### src/rtl/pong_video_pkg.sv
// ============================================================================
// Module : pong_video_pkg
// Brief  : Shared timing constants for the Pong horizontal/vertical stages.
// Rev    : 1.0  initial release
// ============================================================================
`default_nettype none

package pong_video_pkg;

    localparam int unsigned H_TOTAL      = 455;
    localparam int unsigned H_BLANK_END  = 80;
    localparam int unsigned H_SYNC_START = 32;
    localparam int unsigned H_SYNC_END   = 64;
    localparam int unsigned H_CNT_W      = 9;

    localparam int unsigned V_TOTAL      = 262;
    localparam int unsigned V_BLANK_END  = 16;
    localparam int unsigned V_SYNC_START = 4;
    localparam int unsigned V_SYNC_END   = 8;
    localparam int unsigned V_CNT_W      = 9;

    // Ordering every timing stage must satisfy so windows nest and the count fits.
    function automatic bit timing_legal(
        input int unsigned total,
        input int unsigned blank_end,
        input int unsigned sync_start,
        input int unsigned sync_end,
        input int unsigned cnt_w
    );
        return (sync_start < sync_end) && (sync_end <= blank_end) &&
               (blank_end < total) && (total <= (32'd1 << cnt_w));
    endfunction

endpackage

`default_nettype wire

### src/rtl/h_window.sv
// ============================================================================
// Module : h_window
// Brief  : Registered in-window flag decoded from the counter's next value.
// Rev    : 1.0  initial release
// ============================================================================
`default_nettype none

module h_window
    import pong_video_pkg::*;
#(
    parameter int unsigned            CNT_W     = H_CNT_W,
    parameter logic [CNT_W-1:0]       WIN_START = '0,
    parameter logic [CNT_W-1:0]       WIN_END   = '0
) (
    input  logic             clk,
    input  logic             rst_n,
    input  logic [CNT_W-1:0] cnt_d,
    output logic             in_win
);

    // Reset count is 0, so the flag resets to whether 0 lies in the window.
    localparam logic RST_VAL = (WIN_START == '0) && (WIN_END != '0);

    logic in_win_d;
    logic in_win_q;

    if (WIN_START == '0) begin : g_from_zero
        always_comb begin
            in_win_d = (cnt_d < WIN_END);
        end
    end else begin : g_from_start
        always_comb begin
            in_win_d = (cnt_d >= WIN_START) && (cnt_d < WIN_END);
        end
    end

    always_ff @(posedge clk or negedge rst_n) begin
        if (!rst_n) begin
            in_win_q <= RST_VAL;
        end else begin
            in_win_q <= in_win_d;
        end
    end

    assign in_win = in_win_q;

endmodule

`default_nettype wire

### src/rtl/hcounter_sync.sv
// ============================================================================
// Module : hcounter_sync
// Brief  : Pong horizontal counter with registered hblank/hsync/hreset.
//          Optional clock enable port when HCOUNTER_SYNC_CE_EN is defined.
// Rev    : 1.0  initial release
// ============================================================================
`default_nettype none

module hcounter_sync
    import pong_video_pkg::*;
#(
    parameter int unsigned HTOTAL      = H_TOTAL,
    parameter int unsigned HBLANK_END  = H_BLANK_END,
    parameter int unsigned HSYNC_START = H_SYNC_START,
    parameter int unsigned HSYNC_END   = H_SYNC_END
) (
    input  logic clk7_159,
    input  logic _reset,
`ifdef HCOUNTER_SYNC_CE_EN
    input  logic ce,
`endif
    output logic h1,
    output logic h2,
    output logic h4,
    output logic h8,
    output logic h16,
    output logic h32,
    output logic h64,
    output logic h128,
    output logic h256,
    output logic _h256,
    output logic hreset,
    output logic _hreset,
    output logic hblank,
    output logic _hblank,
    output logic hsync,
    output logic _hsync
);

    if (!timing_legal(HTOTAL, HBLANK_END, HSYNC_START, HSYNC_END, H_CNT_W)) begin : g_param_check
        $fatal(1, "hcounter_sync: illegal horizontal timing parameters");
    end

    localparam logic [H_CNT_W-1:0] LAST = H_CNT_W'(HTOTAL - 1);

    logic               ce_en;
    logic [H_CNT_W-1:0] hcnt_q;
    logic [H_CNT_W-1:0] hcnt_d;
    logic [H_CNT_W-1:0] hcnt_adv;
    logic               hreset_q;
    logic               hreset_d;
    logic               hblank_w;
    logic               hsync_w;

`ifdef HCOUNTER_SYNC_CE_EN
    assign ce_en = ce;
`else
    assign ce_en = 1'b1;
`endif

    // Flags decode hcnt_d so each lands in the same cycle as the count it describes;
    // the >= also flushes any out-of-range count back to 0.
    always_comb begin
        hcnt_adv = (hcnt_q >= LAST) ? '0 : hcnt_q + 1'b1;
        hcnt_d   = ce_en ? hcnt_adv : hcnt_q;
        hreset_d = (hcnt_d == LAST);
    end

    always_ff @(posedge clk7_159 or negedge _reset) begin
        if (!_reset) begin
            hcnt_q   <= '0;
            hreset_q <= 1'b0;
        end else begin
            hcnt_q   <= hcnt_d;
            hreset_q <= hreset_d;
        end
    end

    h_window #(
        .CNT_W     (H_CNT_W),
        .WIN_START ('0),
        .WIN_END   (H_CNT_W'(HBLANK_END))
    ) u_blank_win (
        .clk    (clk7_159),
        .rst_n  (_reset),
        .cnt_d  (hcnt_d),
        .in_win (hblank_w)
    );

    h_window #(
        .CNT_W     (H_CNT_W),
        .WIN_START (H_CNT_W'(HSYNC_START)),
        .WIN_END   (H_CNT_W'(HSYNC_END))
    ) u_sync_win (
        .clk    (clk7_159),
        .rst_n  (_reset),
        .cnt_d  (hcnt_d),
        .in_win (hsync_w)
    );

    assign {h256, h128, h64, h32, h16, h8, h4, h2, h1} = hcnt_q;
    assign _h256   = ~hcnt_q[8];
    assign hreset  = hreset_q;
    assign _hreset = ~hreset_q;
    assign hblank  = hblank_w;
    assign _hblank = ~hblank_w;
    assign hsync   = hsync_w;
    assign _hsync  = ~hsync_w;

endmodule

`default_nettype wire

### config.mk
export PLATFORM = sky130hd
export DESIGN_NAME = hcounter_sync
export DESIGN_NICKNAME = d
export VERILOG_FILES = /design/src/rtl/pong_video_pkg.sv /design/src/rtl/h_window.sv /design/src/rtl/hcounter_sync.sv
export SDC_FILE = /design/constraint.sdc
export NUM_CORES = 1
export LEC_CHECK = 0
export BUFFER_PORTS_ARGS = -buffer_cell sky130_fd_sc_hd__buf_2
export CORE_MARGIN = 4
export CORE_UTILIZATION = 54
export DETAILED_ROUTE_END_ITERATION = 16
export PLACE_DENSITY = 0.8
export SLEW_MARGIN = 10
export SYNTH_ARGS = -nofsm -noshare
export SYNTH_HDL_FRONTEND = slang
export SYNTH_SLANG_ARGS = --single-unit
### constraint.sdc
create_clock -name clk7_159 -period 5.6 [get_ports clk7_159]
set_clock_uncertainty 0.2 [all_clocks]
set_input_delay 1.12 -clock clk7_159 [delete_from_list [all_inputs] [get_ports clk7_159]]
set_output_delay 1.12 -clock clk7_159 [all_outputs]
set_load 0.05 [all_outputs]
==> impl_metrics.env, run 1 <==
export IMPL_io_pin_count=18
export IMPL_synth_cell_area_um2=743
export IMPL_ant_nets=0
export IMPL_crit_chain="buf_2"
export IMPL_slew_limit_headroom_pct=75.4
export IMPL_critical_path_buf_inv_count=1
export IMPL_hold_viol_final=0
export IMPL_endpoint_kind="output port"
export IMPL_drt_iter0_markers=5
export IMPL_reg2regPathDepth=5
export IMPL_drv_slew=0
export IMPL_mostFrequentLayoutCell="buf_2"
export IMPL_worst_slack_ns=3.13
export IMPL_holdPathEnd="hcnt_q[0]$_DFF_PN0_"
export IMPL_switchingPower_mw=0.0305
export IMPL_hold_depth=1
export IMPL_rr_startpoint="hcnt_q[0]$_DFF_PN0_"
export IMPL_synth_distinct_cells=36
export IMPL_hpwl_um=1130
export IMPL_postCtsHoldBufs=0
export IMPL_finalNonFillerCells=103
export IMPL_vdd_drop_max_mv=0.155
export IMPL_r2r_end="u_blank_win.in_win$_DFF_PN1_"
export IMPL_seqPwrFrac_pct=55.2
export IMPL_grt_util_all_layers_pct=18.1
export IMPL_cp_max_fo=11
export IMPL_fin_crit_ns=2.47
export IMPL_final_net_count=93
export IMPL_wl_per_cell_um=15.2
export IMPL_seq_area_um2=302
export IMPL_dpl_worst_slack_ns=3.43
export IMPL_die_w_um=45.1
export IMPL_cts_tree="yes"
export IMPL_r2r_setup_slack_ns=3.53
export IMPL_cts_resized=0
export IMPL_internal_power_mw=0.126
export IMPL_place_detailed_instances=99
export IMPL_grt_pass1_wl_um=2610
export IMPL_hold_worst_slack_ns=0.394
export IMPL_synth_area_per_cell_um2=10.5
export IMPL_num_rows=13
export IMPL_syn_num_nets=75
export IMPL_min_period_over_period_pct=44.1
export IMPL_yosysTopAreaCellShare_pct=37.0
export IMPL_drive_above_1_share_pct=36.4
export IMPL_synth_area_leaders="dfrtp_1, a21oi_4, dfstp_2"
export IMPL_worst_pin_slew_ns=0.369
export IMPL_path_class="reg2out"
export IMPL_slowest_stage="dfrtp_1"
export IMPL_final_util_pct=65.2
export IMPL_slowest_delay_ns=0.54
export IMPL_switching_share_pct=19.5
export IMPL_die_y_um=45.1
export IMPL_synth_warning_count=0
export IMPL_ctsHtreeMaxLevel=1
export IMPL_hold_path_class="reg2reg"
export IMPL_final_setup_tns_ns=0
export IMPL_finalSetupViolCount=0
export IMPL_ys_ff_latch=12
export IMPL_antenna_found_initial=0
export IMPL_status="finished clean"
export IMPL_p_comb_share_pct=1.2
export IMPL_initial_core_util_pct=57.1
export IMPL_cap_violations=0
export IMPL_grt_ovfl_total=0
export IMPL_drc=0
export IMPL_area_growth_syn_to_layout_pct=14.1
export IMPL_power_density_mw_per_mm2=185
export IMPL_n_antenna_cell=0
export IMPL_cts_buffers=3
export IMPL_setup_worst_path_start_class="flip-flop"
export IMPL_routed_wirelength_um=1560
export IMPL_ys_seq_area_share_pct=40.6
export IMPL_clockBufferDepth=2
export IMPL_leakage_nw=0.382
export IMPL_core_region_area_mm2=0.00130
export IMPL_cts_root_buf="clkbuf_4"
export IMPL_cp_arrival_ns=1.15
export IMPL_yosysTopAreaCell="dfrtp_1"
export IMPL_drtPass1Iterations=4
export IMPL_dieArea_mm2=0.00203
export IMPL_synth_cells=71
export IMPL_crit_required_ns=4.28
export IMPL_min_delay_start="hcnt_q[0]$_DFF_PN0_"
export IMPL_fill_cells=126
export IMPL_cp_top_family="flip-flops"
export IMPL_clock_latency_ns=0.27
export IMPL_post_drt_via_cell_ratio=5.60
export IMPL_fmax_mhz=405
export IMPL_cts_setup_buffers=0
export IMPL_grt_max_degree=13
export IMPL_gp_congestion=0.818
export IMPL_clk_transition_reported_paths_ns=0.07
export IMPL_clkSinkCount=12
export IMPL_power_frac_clock_pct=43.6
export IMPL_rsz0062_at_grt="false"
export IMPL_grt_pass1_vias=538
export IMPL_final_cell_mix="buf_2, dfrtp_1, nor2_1, inv_1"
export IMPL_port_buffers=17
export IMPL_multi_input_area_um2=388
export IMPL_vias=577
[cell usage after synthesis]
cell       count
dfrtp_1       11
nor2_1         6
inv_1          5
a21oi_1        3
nand2b_1       3
nand3_1        3
o21ai_0        3
xor2_1         3
a21oi_4        2
and4b_1        2
buf_6          2
ha_1           2
nand2_1        2
xnor2_1        2
a2111oi_2      1
a211oi_2       1
a41oi_1        1
and4_1         1
and4bb_1       1
buf_2          1
buf_4          1
dfstp_2        1
nand3_2        1
nand4_1        1
nor2_2         1
nor2b_1        1
nor3_1         1
nor3_2         1
o211ai_1       1
o21ai_1        1
o21ai_2        1
o31a_1         1
or2b_1         1
or3_4          1
or3b_1         1
or4b_4         1
[area by class of cell]
cell class	count	share of cell area [%]
well taps	15	2.21
flip-flops and latches	12	35.5
clock buffers	4	4.28
repair buffers	17	10.0
multi-input cells	50	45.7
inverters	5	2.21
[cell families after synthesis]
| family | count (synthesis) | share of synthesized area (%) |
|---|---|---|
| buf+inv | 9 | 7.24 |
| simple gates | 28 | 25.6 |
| flops | 12 | 40.6 |
| compound gates | 15 | 17.3 |
| xor+xnor | 5 | 5.89 |
| fa+ha+maj | 2 | 3.37 |
[sequential cells by signal (all words and copies together) (netlist names)]
| register | count |
|---|---|
| hcnt_q | 9 |
| hreset | 1 |
| u_blank_win.in_win | 1 |
| u_sync_win.in_win | 1 |
[layer usage]
metal  GRT usage [%]  wire (um)  vias to the layer above  part of all wire (%)
li1                -          -                      285                     -
met1            22.4        680                      279                    43
met2            29.7        806                       11                    52
met3            7.17         66                        2                   4.2
met4            3.51         10                        0                  0.64
met5               0          0                        -                     0
[per-stage QoR]
stage	power (mW)	cell area, um^2
3_5_place_dp	0.0903	812
6_report	0.157	848
2_1_floorplan	0.0883	743
5_1_grt	0.164	848
4_1_cts	0.159	848
3_3_place_gp	0.0903	812
[worst max-delay path by stage]
stage,startpoint,endpoint,slack (ns),depth (start not counted)
floorplan,hcnt_q[8]$_DFF_PN0_,_h256,3.29,1
global placement,hcnt_q[3]$_DFF_PN0_,h8,3.49,1
detailed placement,hcnt_q[2]$_DFF_PN0_,h4,3.43,1
CTS,hcnt_q[2]$_DFF_PN0_,h4,3.14,1
global route,hcnt_q[2]$_DFF_PN0_,h4,3.08,1
finish,hcnt_q[2]$_DFF_PN0_,h4,3.13,1
[power by group through the flow]
stage	logic, mW	clock network, mW	registers, mW
floorplan	0.000000170	0	0.0883
global placement	0.00201	0	0.0883
detailed placement	0.00202	0	0.0883
CTS	0.00202	0.0703	0.0866
global route	0.00226	0.0750	0.0866
finish	0.00189	0.0684	0.0866
(Power assumes the default switching activity.)
==> run 2: changes to the inputs <==
CORE_UTILIZATION = 50   (was 54)
PLACE_DENSITY = 0.75   (was 0.8)
clock period = 2.4 ns   (was 5.6 ns; I/O delays follow)
==> run 2 against run 1 <==
Combinational power grew to 3.0 times the previous value; via count is 1.0% higher; die area is 6.6% higher; cell count is 0.97% higher; count of clock-buffer cells in the layout stayed put; worst hold slack worse by 0.028 ns; first-iteration DRC count grew to 3.2 times the previous value; clock power is 140% higher; setup slack worse by 2.7 ns.
==> impl_metrics.env, run 2 (synthesis results as in run 1) <==
export IMPL_status="finished clean"
export IMPL_power_density_mw_per_mm2=433
export IMPL_cts_tree="yes"
export IMPL_slew_limit_headroom_pct=76.3
export IMPL_port_buffers=17
export IMPL_finalSetupViolCount=0
export IMPL_ctsHtreeMaxLevel=1
export IMPL_setup_worst_path_start_class="flip-flop"
export IMPL_io_pin_count=18
export IMPL_leakage_nw=0.386
export IMPL_core_region_area_mm2=0.00135
export IMPL_hold_path_class="reg2reg"
export IMPL_r2r_setup_slack_ns=0.40
export IMPL_min_delay_start="hcnt_q[0]$_DFF_PN0_"
export IMPL_initial_core_util_pct=55.1
export IMPL_vias=583
export IMPL_rr_startpoint="hcnt_q[0]$_DFF_PN0_"
export IMPL_rsz0062_at_grt="false"
export IMPL_drive_above_1_share_pct=36.0
export IMPL_gp_congestion=0.777
export IMPL_top_register="hcnt_q"
export IMPL_r2r_end="u_blank_win.in_win$_DFF_PN1_"
export IMPL_die_w_um=46.6
export IMPL_drtPass1Iterations=4
export IMPL_dieArea_mm2=0.00217
export IMPL_clkSinkCount=12
export IMPL_worst_pin_slew_ns=0.352
export IMPL_grt_pass1_vias=541
export IMPL_final_cell_mix="buf_2, dfrtp_1, nor2_1, inv_1"
export IMPL_vdd_drop_max_mv=0.194
export IMPL_largest_register_ffs=9
export IMPL_fmax_mhz=501
export IMPL_grt_pass1_wl_um=2460
export IMPL_cts_buffers=3
export IMPL_hpwl_um=1100
export IMPL_finalPower_mw=0.372
export IMPL_fin_crit_ns=2.00
export IMPL_crit_required_ns=2.40
export IMPL_place_detailed_instances=99
export IMPL_path_class="reg2reg"
export IMPL_reg2regPathDepth=5
export IMPL_endpoint_kind="flip-flop"
export IMPL_cp_arrival_ns=2.00
export IMPL_grt_util_all_layers_pct=16.5
export IMPL_cts_setup_buffers=0
export IMPL_grt_ovfl_total=0
export IMPL_hold_worst_slack_ns=0.366
export IMPL_clockBufferDepth=2
export IMPL_area_growth_syn_to_layout_pct=15.5
export IMPL_antenna_found_initial=0
export IMPL_min_period_over_period_pct=83.2
export IMPL_drc=0
export IMPL_post_drt_via_cell_ratio=5.61
export IMPL_clk_transition_reported_paths_ns=0.08
export IMPL_hold_depth=1
export IMPL_n_antenna_cell=0
export IMPL_cap_violations=0
export IMPL_clock_latency_ns=0.27
export IMPL_grt_max_degree=13
export IMPL_drt_iter0_markers=16
export IMPL_final_net_count=94
export IMPL_drv_slew=0
export IMPL_mostFrequentLayoutCell="buf_2"
export IMPL_final_setup_tns_ns=0
export IMPL_wl_per_cell_um=14.5
export IMPL_hold_viol_final=0
export IMPL_holdPathEnd="hcnt_q[0]$_DFF_PN0_"
export IMPL_cts_root_buf="clkbuf_4"
export IMPL_die_y_um=46.6
export IMPL_cp_max_fo=8
export IMPL_ant_nets=0
export IMPL_routed_wirelength_um=1510
export IMPL_finalNonFillerCells=104
export IMPL_num_rows=13
-- run 2: changes by cell type in the layout (fill, tap and decap cells not counted), sizes merged --
| cell | before | now |
|---|---|---|
| dlygate4sd3 | 0 | 1 |
-- run 2: worst max path at each step --
stage	start	to	cells after the start
after floorplan	hcnt_q[0]$_DFF_PN0_	u_blank_win.in_win$_DFF_PN1_	6
after global placement	hcnt_q[0]$_DFF_PN0_	u_blank_win.in_win$_DFF_PN1_	5
after detailed placement	hcnt_q[0]$_DFF_PN0_	u_blank_win.in_win$_DFF_PN1_	5
after CTS	hcnt_q[0]$_DFF_PN0_	u_blank_win.in_win$_DFF_PN1_	5
after global routing	hcnt_q[0]$_DFF_PN0_	u_blank_win.in_win$_DFF_PN1_	5
final	hcnt_q[0]$_DFF_PN0_	u_blank_win.in_win$_DFF_PN1_	5
-- run 2: layout make-up --
class / instances / area [um^2]
fillers: 124 / 492
multi-input cells: 50 / 388
flip-flops and latches: 12 / 302
repair buffers: 18 / 95.1
clock buffers: 4 / 36.3
inverters: 5 / 18.8
well taps: 15 / 18.8
-- run 2: power by group --
group | total, mW | switching (mW) | internal [mW] | leakage [nW]
logic | 0.00567 | 0.00401 | 0.00166 | 0.221
registers | 0.202 | 0 | 0.202 | 0.145
clock network | 0.164 | 0.0721 | 0.0921 | 0.0210
total | 0.372 | 0.0761 | 0.296 | 0.386
-- run 2: critical path, stage by stage (launching register included) --
cell	delay, ns
dfrtp_1	0.44
ha_1	0.32
xnor2_1	0.16
or4b_4	0.52
a211oi_2	0.22
a2111oi_2	0.06
-- run 2: through the flow --
step           util (%)  worst slack, ns  area, um^2
3_5_place_dp       60.1            0.415         812
3_3_place_gp       60.1            0.469         812
2_1_floorplan         -            0.213         743
6_report           63.6            0.403         858
5_1_grt            63.6            0.288         858
4_1_cts            63.6            0.390         858
-- run 2: repair_timing --
action / CTS / global route
hold buffers: 1 / 0
hold endpoints to repair: 11 / 0
resized for setup: 0 / 0
-- run 2: layer usage --
layer,vias to the layer above,global-route usage [%],routed length [um]
met3,4,3.91,117
met4,0,10.2,24
met2,24,22.8,682
li1,288,-,-
met5,-,0,0
met1,267,22.8,682
